--- src/rtl/instruction_fetch.sv ---
// Fetch stage: single-outstanding instruction memory read, instruction register
// with valid/ready handshake to decode, and a sticky timeout error.
module instruction_fetch #(
  parameter int ADDR_W  = 16,
  parameter int INSTR_W = 19,
  parameter int TIMEOUT = 255
) (
  input  logic               clk,
  input  logic               rst,
  input  logic [ADDR_W-1:0]  pc,
  input  logic               halt,
  output logic               pc_enable,
  output logic               mem_req,
  output logic [ADDR_W-1:0]  mem_addr,
  input  logic               mem_ack,
  input  logic [INSTR_W-1:0] mem_rdata,
  output logic [INSTR_W-1:0] ir,
  output logic [ADDR_W-1:0]  ir_pc,
  output logic               ir_valid,
  input  logic               ir_ready,
  output logic               fetch_err
);

  typedef enum logic [1:0] {
    IDLE = 2'd0,
    REQ  = 2'd1,
    FULL = 2'd2,
    ERR  = 2'd3
  } state_t;

  localparam logic [7:0] CNT_LAST = 8'(TIMEOUT - 1);

  state_t             state, state_nxt;
  logic [ADDR_W-1:0]  addr_q;
  logic [7:0]         cnt_q;
  logic [INSTR_W-1:0] ir_q;
  logic [ADDR_W-1:0]  ir_pc_q;

  // NOTE: sequential state uses non-blocking assignments so every register
  // samples pre-edge values regardless of process evaluation order.
  always_ff @(posedge clk or posedge rst) begin
    if (rst) state <= IDLE;
    else     state <= state_nxt;
  end

  // NOTE: next state is defaulted first so no path through the case can
  // leave it unassigned and infer a latch.
  always_comb begin
    state_nxt = state;
    case (state)
      IDLE: if (!halt) state_nxt = REQ;
      REQ: begin
        // An ack arriving on the final allowed cycle still wins over the timeout.
        if (mem_ack)                state_nxt = FULL;
        else if (cnt_q == CNT_LAST) state_nxt = ERR;
      end
      FULL:    if (ir_ready) state_nxt = IDLE;
      ERR:     state_nxt = ERR;
      default: state_nxt = IDLE;
    endcase
  end

  always_ff @(posedge clk or posedge rst) begin
    if (rst) begin
      addr_q  <= '0;
      cnt_q   <= '0;
      ir_q    <= '0;
      ir_pc_q <= '0;
    end else begin
      case (state)
        IDLE: begin
          if (!halt) begin
            addr_q <= pc;
            cnt_q  <= '0;
          end
        end
        REQ: begin
          if (mem_ack) begin
            ir_q    <= mem_rdata;
            ir_pc_q <= addr_q;
          end else begin
            cnt_q <= cnt_q + 8'd1;
          end
        end
        default: ;
      endcase
    end
  end

  // Outputs decode directly from the state register, so reset clears them
  // asynchronously along with the state.
  assign mem_req   = (state == REQ);
  assign mem_addr  = addr_q;
  assign ir        = ir_q;
  assign ir_pc     = ir_pc_q;
  assign ir_valid  = (state == FULL);
  assign pc_enable = (state == FULL) && ir_ready;
  assign fetch_err = (state == ERR);

endmodule

--- config.mk ---
export PLATFORM = sky130hd
export DESIGN_NAME = instruction_fetch
export DESIGN_NICKNAME = d
export VERILOG_FILES = /design/src/rtl/instruction_fetch.sv
export SDC_FILE = /design/constraint.sdc
export NUM_CORES = 1
export LEC_CHECK = 0
export ABC_AREA = 1
export BUFFER_PORTS_ARGS = -buffer_cell sky130_fd_sc_hd__clkbuf_2
export CORE_MARGIN = 1
export CORE_UTILIZATION = 49
export DETAILED_ROUTE_END_ITERATION = 12
export GPL_TIMING_DRIVEN = 0
export PLACE_DENSITY_LB_ADDON = 0.2
export SETUP_SLACK_MARGIN = 0.02
export SLEW_MARGIN = 20
export SYNTH_ARGS = -nofsm -noshare
export SYNTH_HDL_FRONTEND = slang
export SYNTH_SLANG_ARGS = --single-unit
--- constraint.sdc ---
create_clock -name clk -period 2.87 [get_ports clk]
set_clock_uncertainty 0.15 [all_clocks]
set_input_delay 0.861 -clock clk [delete_from_list [all_inputs] [get_ports clk]]
set_output_delay 0.861 -clock clk [all_outputs]
set_load 0.02 [all_outputs]
==> flow_metrics.env, run 1 <==
export IMPL_status="complete, no violations"
export IMPL_slew_violations=0
export IMPL_ys_ff_latch=61
export IMPL_cp_arrival_ns=1.42
export IMPL_yosysWarnings=0
export IMPL_setup_viol=0
export IMPL_cts_tree="done"
export IMPL_final_layout_size_suffix_gt1_frac=0.291
export IMPL_synth_seq_area_share=0.586
export IMPL_drt_wl_total_mm=5.91
export IMPL_p_leak_uw=0.00196
export IMPL_place_hpwl_mm=4.22
export IMPL_async_flop_share=1.00
export IMPL_min_period_ns=2.43
export IMPL_pin_count=95
export IMPL_postCtsSetupBuffers=0
export IMPL_cts_buffer_depth=2
export IMPL_synth_xor_area_share=0
export IMPL_nNetsFinal=459
export IMPL_cp_end_kind="primary output"
export IMPL_synth_top_cell_by_area="dfrtp_1"
export IMPL_drtIter0Drc=132
export IMPL_maxSlewHeadroom=0.605
export IMPL_area_delta_synth_final_pct=29.8
export IMPL_slowest_stage="dfrtp_1"
export IMPL_top_layer="met4"
export IMPL_grt_pass1_vias=2124
export IMPL_numCtsBuffers=9
export IMPL_cpPeakStageDelay_ns=0.43
export IMPL_path_class="flop to primary output"
export IMPL_synth_top_area_frac=0.586
export IMPL_dpl_cell_area_um2=3190
export IMPL_clk_latency_ns=0.33
export IMPL_synth_edf_count=0
export IMPL_die_y_um=74.9
export IMPL_path_max_fanout=10
export IMPL_grtUsageTotal=0.228
export IMPL_startpoint_type="flop"
export IMPL_finalCritPeriodShare=0.846
export IMPL_synth_avg_cell_area_um2=8.35
export IMPL_holdCritPathClass="input port to async pin"
export IMPL_synthMuxAreaShare=0
export IMPL_worstMarginPinSlew_ns=0.593
export IMPL_grt_max_degree=55
export IMPL_rsz0062_at_grt="no"
export IMPL_io_buffers=93
export IMPL_drc=0
export IMPL_dr_pass1_iters=4
export IMPL_syn_inst=312
export IMPL_synthTopCellsByArea="dfrtp_1 (59%), nand2_1 (21%), nand3_1 (7.5%)"
export IMPL_vdd_drop_max_uv=601
export IMPL_final_hold_viol_count=0
export IMPL_grt_pass1_wl_mm=9.40
export IMPL_finalInstanceArea_um2=3380
export IMPL_path_cells="nor2_4 > buf_2 > clkbuf_2"
export IMPL_synthFlopType="dfrtp_1"
export IMPL_syn_area_um2=2600
export IMPL_synth_distinct_cells=18
export IMPL_overflow=0
export IMPL_core_area_um2=5110
export IMPL_route_vias_total=2360
export IMPL_ant_nets=0
export IMPL_detail_route_wl_per_cell_um=12.0
export IMPL_synth_top_family_by_area="simple AND/OR/NAND/NOR gates"
export IMPL_max_freq_mhz=412
export IMPL_wl_met3_um=455
export IMPL_p_per_area_nw_per_um2=1120
export IMPL_cts_resized=0
export IMPL_route_met2_wl_mm=2.87
export IMPL_multi_input_area_um2=928
export IMPL_die_area_um2=5610
export IMPL_seq_area_um2=1530
export IMPL_routed_via_density=4.80
export IMPL_ctsHoldBuffers=0
export IMPL_synthSimpleGateAreaFrac=0.330
export IMPL_synth_nets=354
export IMPL_wl_met1_mm=2.55
export IMPL_synth_most_common_cell="nand2_1"
export IMPL_drv_cap=0
export IMPL_start_util=0.510
export IMPL_rows=26
export IMPL_num_antenna_cells=0
export IMPL_clkTransAtPathRegs_ns=0.07
export IMPL_htreeDepth=3
export IMPL_numClockSinks=61
export IMPL_fin_setup_tns_ns=0
export IMPL_antenna_found_initial=0
export IMPL_synth_compound_area_share=0.0173
export IMPL_fin_util=0.662
export IMPL_cts_root_buf="clkbuf_8"
export IMPL_n_fill_cell=456
export IMPL_synth_adder_area_share=0.00961
export IMPL_gp_congestion=0.793
export IMPL_die_w_um=74.9
export IMPL_synth_common_cells="nand2_1 (147), dfrtp_1 (61), nand3_1 (39)"
export IMPL_required_ns=1.86
area by class of cell:
| cell class | count | share of cell area |
|---|---|---|
| Sequential cell | 61 | 0.452 |
| Multi-Input combinational cell | 217 | 0.275 |
| Timing Repair Buffer | 94 | 0.146 |
| Clock buffer | 12 | 0.0429 |
| Tap cell | 70 | 0.0259 |
| Buffer | 15 | 0.0230 |
| Inverter | 19 | 0.0218 |
| Clock inverter | 4 | 0.0141 |
layout by cell type (no fill, tap or decap), drive strengths merged:
cell and n:
nor2 9, buf 10, nand3b 1, inv 19, dfrtp 61, nand2 149
ha 2, clkbuf 111, clkinv 2, bufinv 1, nand4 7, nand3 39
clkinvlp 1, o21ai 9, or2 1
logic make-up (layout without fill, tap and decap cells):
group	Yosys count	count (layout)
AOI/OAI and AO/OA	9	9
adders and majority gates	2	2
buffers and inverters	34	144
DFF	61	61
and+or+nand+nor	206	206
per-stage QoR:
step | total power [µW] | setup WS, ns | hold slack (ns) | std cells
global placement | 3010 | -0.397 | 0.304 | 475
finish | 3770 | 0.441 | 0.250 | 492
global route | 4060 | 0.313 | 0.239 | 492
floorplan | 2490 | 0.346 | 0.322 | 312
CTS | 3810 | 0.403 | 0.240 | 492
detailed placement | 3060 | 0.608 | 0.308 | 476
state kept, by name, summed over array words and instances (netlist names):
name	cells
cnt_q	8
ir	19
ir_pc	16
mem_addr	16
state	2
power breakdown:
part           internal, µW  switching (µW)
sequential             1210             235
combinational           510            1070
clock                   422             318
worst paths after layout:
path                            startpoint          end  slack [ns]  cells after the start
worst min register to register       ir[6]        ir[6]        0.32                      2
max in group asynchronous              rst     cnt_q[0]        1.85                      3
min in group clk                     ir[6]        ir[6]        0.32                      2
worst max register to register    state[0]  mem_addr[2]        1.37                      6
worst max-delay path              state[1]      mem_req        0.44                      3
worst min-delay path                   rst       ir[17]        0.25                      2
per-layer routing:
metal	up-vias	GRT usage
met5	-	0
met4	0	0.0587
met2	79	0.378
li1	1189	-
met3	5	0.108
met1	1087	0.266
worst max-delay path: cells and delay by family, from the launching register on:
kind          cells  cell delay [ns]
flops             1             0.43
simple gates      1             0.20
buf+inv           2             0.45
Power figures use the tool's default switching activity.
==> run 2, diff against run 1 <==
Clock period 2.87 ns to 2.3 ns, I/O delays scaled along.
==> run 2 against run 1 <==
  * Sequential power increased by 25%
  * Via count shrank 0.55%
  * Non-clock buffer count stayed put
  * Register-to-register slack got worse by 0.60 ns
  * Count of clock-buffer cells in the layout increased by 3
  * Critical path depth up 1
  * Cell area up 0.15%
  * Critical path type unchanged
  * Largest cell class unchanged
  * Highest routed layer unchanged
==> flow_metrics.env, run 2 (synthesized netlist as in run 1, its figures left out) <==
export IMPL_status="complete, no violations"
export IMPL_slowest_stage="dfrtp_2"
export IMPL_finalWorstSetupSlack_ns=0.130
export IMPL_detail_route_wl_per_cell_um=12.1
export IMPL_die_area_um2=5610
export IMPL_path_cells="inv_2 > nor2_4 > buf_6 > clkbuf_2"
export IMPL_area_delta_synth_final_pct=30.0
export IMPL_largest_register_ffs=19
export IMPL_numClockSinks=61
export IMPL_cp_end_kind="primary output"
export IMPL_p_leak_uw=0.00196
export IMPL_seq_area_um2=1530
export IMPL_nNetsFinal=459
export IMPL_drv_cap=0
export IMPL_rows=26
export IMPL_required_ns=1.46
export IMPL_max_freq_mhz=461
export IMPL_dr_pass1_iters=4
export IMPL_start_util=0.510
export IMPL_cts_root_buf="clkbuf_8"
export IMPL_p_per_area_nw_per_um2=1400
export IMPL_slew_violations=0
export IMPL_htreeDepth=3
export IMPL_pin_count=95
export IMPL_dp_cells=476
export IMPL_num_antenna_cells=0
export IMPL_place_hpwl_mm=4.26
export IMPL_stdcell_count=491
export IMPL_path_max_fanout=10
export IMPL_maxSlewHeadroom=0.547
export IMPL_rsz0062_at_grt="no"
export IMPL_gp_congestion=0.818
export IMPL_r2r_slack_ns=0.77
export IMPL_path_buf_inv=3
export IMPL_drt_wl_total_mm=5.94
export IMPL_grt_max_degree=33
export IMPL_startpoint_type="flop"
export IMPL_mostFrequentLayoutCells="nand2_1 (147), clkbuf_2 (93), dfrtp_1 (60)"
export IMPL_final_hold_viol_count=0
export IMPL_worstMarginPinSlew_ns=0.679
export IMPL_fin_setup_tns_ns=0
export IMPL_routed_via_density=4.78
export IMPL_cts_tree="done"
export IMPL_holdCritPathClass="input port to async pin"
export IMPL_core_area_um2=5110
export IMPL_mostFrequentLayoutCell="nand2_1"
export IMPL_clkTransAtPathRegs_ns=0.06
export IMPL_route_vias_total=2347
export IMPL_io_buffers=93
export IMPL_dp_slack_ns=0.367
export IMPL_clk_latency_ns=0.33
export IMPL_ant_nets=0
export IMPL_n_fill_cell=442
export IMPL_numCtsBuffers=9
export IMPL_r2r_start="state[0]"
export IMPL_cts_buffer_depth=2
export IMPL_multi_input_area_um2=928
export IMPL_finalCritPeriodShare=0.943
export IMPL_postCtsSetupBuffers=0
export IMPL_critical_path_top_delay_family="flip-flops"
export IMPL_setup_viol=0
export IMPL_overflow=0
export IMPL_min_period_ns=2.17
export IMPL_ctsHoldBuffers=0
export IMPL_drtIter0Drc=109
export IMPL_final_layout_size_suffix_gt1_frac=0.295
export IMPL_grt_pass1_wl_mm=9.33
export IMPL_grtUsageTotal=0.227
export IMPL_cp_arrival_ns=1.33
export IMPL_die_w_um=74.9
export IMPL_drc=0
export IMPL_worstReg2RegEnd="mem_addr[2]"
export IMPL_antenna_found_initial=0
export IMPL_path_class="flop to primary output"
export IMPL_reg2regPathDepth=6
export IMPL_grt_pass1_vias=2046
export IMPL_cpPeakStageDelay_ns=0.40
export IMPL_p_total_uw=4730
export IMPL_die_y_um=74.9
export IMPL_vdd_drop_max_uv=1020
## run 2: how the worst max path moves through the flow
stage	from	to	slack [ns]	depth (start not counted)
detailed placement	state[0]	mem_req	0.37	4
finish	state[0]	mem_req	0.13	4
global placement	rst	ir[2]	0.34	2
global route	state[0]	mem_req	0.05	4
floorplan	state[1]	pc_enable	0.26	4
CTS	state[0]	mem_req	0.07	4
## run 2: timing repair
action | in CTS | in global routing
pin swaps | 0 | 1
setup endpoints to repair | 1 | 1
gates resized for setup | 1 | 2
hold endpoints to repair | 0 | 0
## run 2: cell type report
class                   count  area share
repair buffers             94       0.143
plain buffers              15      0.0248
inverters                  19      0.0222
flip-flops and latches     61       0.451
well taps                  70      0.0259
clock buffers              15      0.0580
multi-input cells         217       0.274
## run 2: per-layer routing
metal,track usage,vias up,share of wire
li1,-,1190,-
met1,0.284,1068,0.43
met2,0.373,79,0.47
met3,0.0562,10,0.076
met4,0.107,0,0.018
met5,0,-,0
## run 2: where the power goes
group / leakage [µW] / internal, µW / switching [µW] / total (µW)
registers: 0.000774 / 1520 / 289 / 1810
logic: 0.00108 / 649 / 1350 / 2000
clock network: 0.000102 / 534 / 387 / 921
## run 2: metrics by stage
| stage | area (µm²) | hold slack [ns] | utilization |
|---|---|---|---|
| 6_report | 3380 | 0.288 | 0.663 |
| 4_1_cts | 3380 | 0.307 | 0.662 |
| 3_3_place_gp | 3160 | 0.304 | 0.619 |
| 3_5_place_dp | 3180 | 0.309 | 0.623 |
| 2_1_floorplan | 2610 | 0.322 | - |
| 5_1_grt | 3380 | 0.343 | 0.663 |
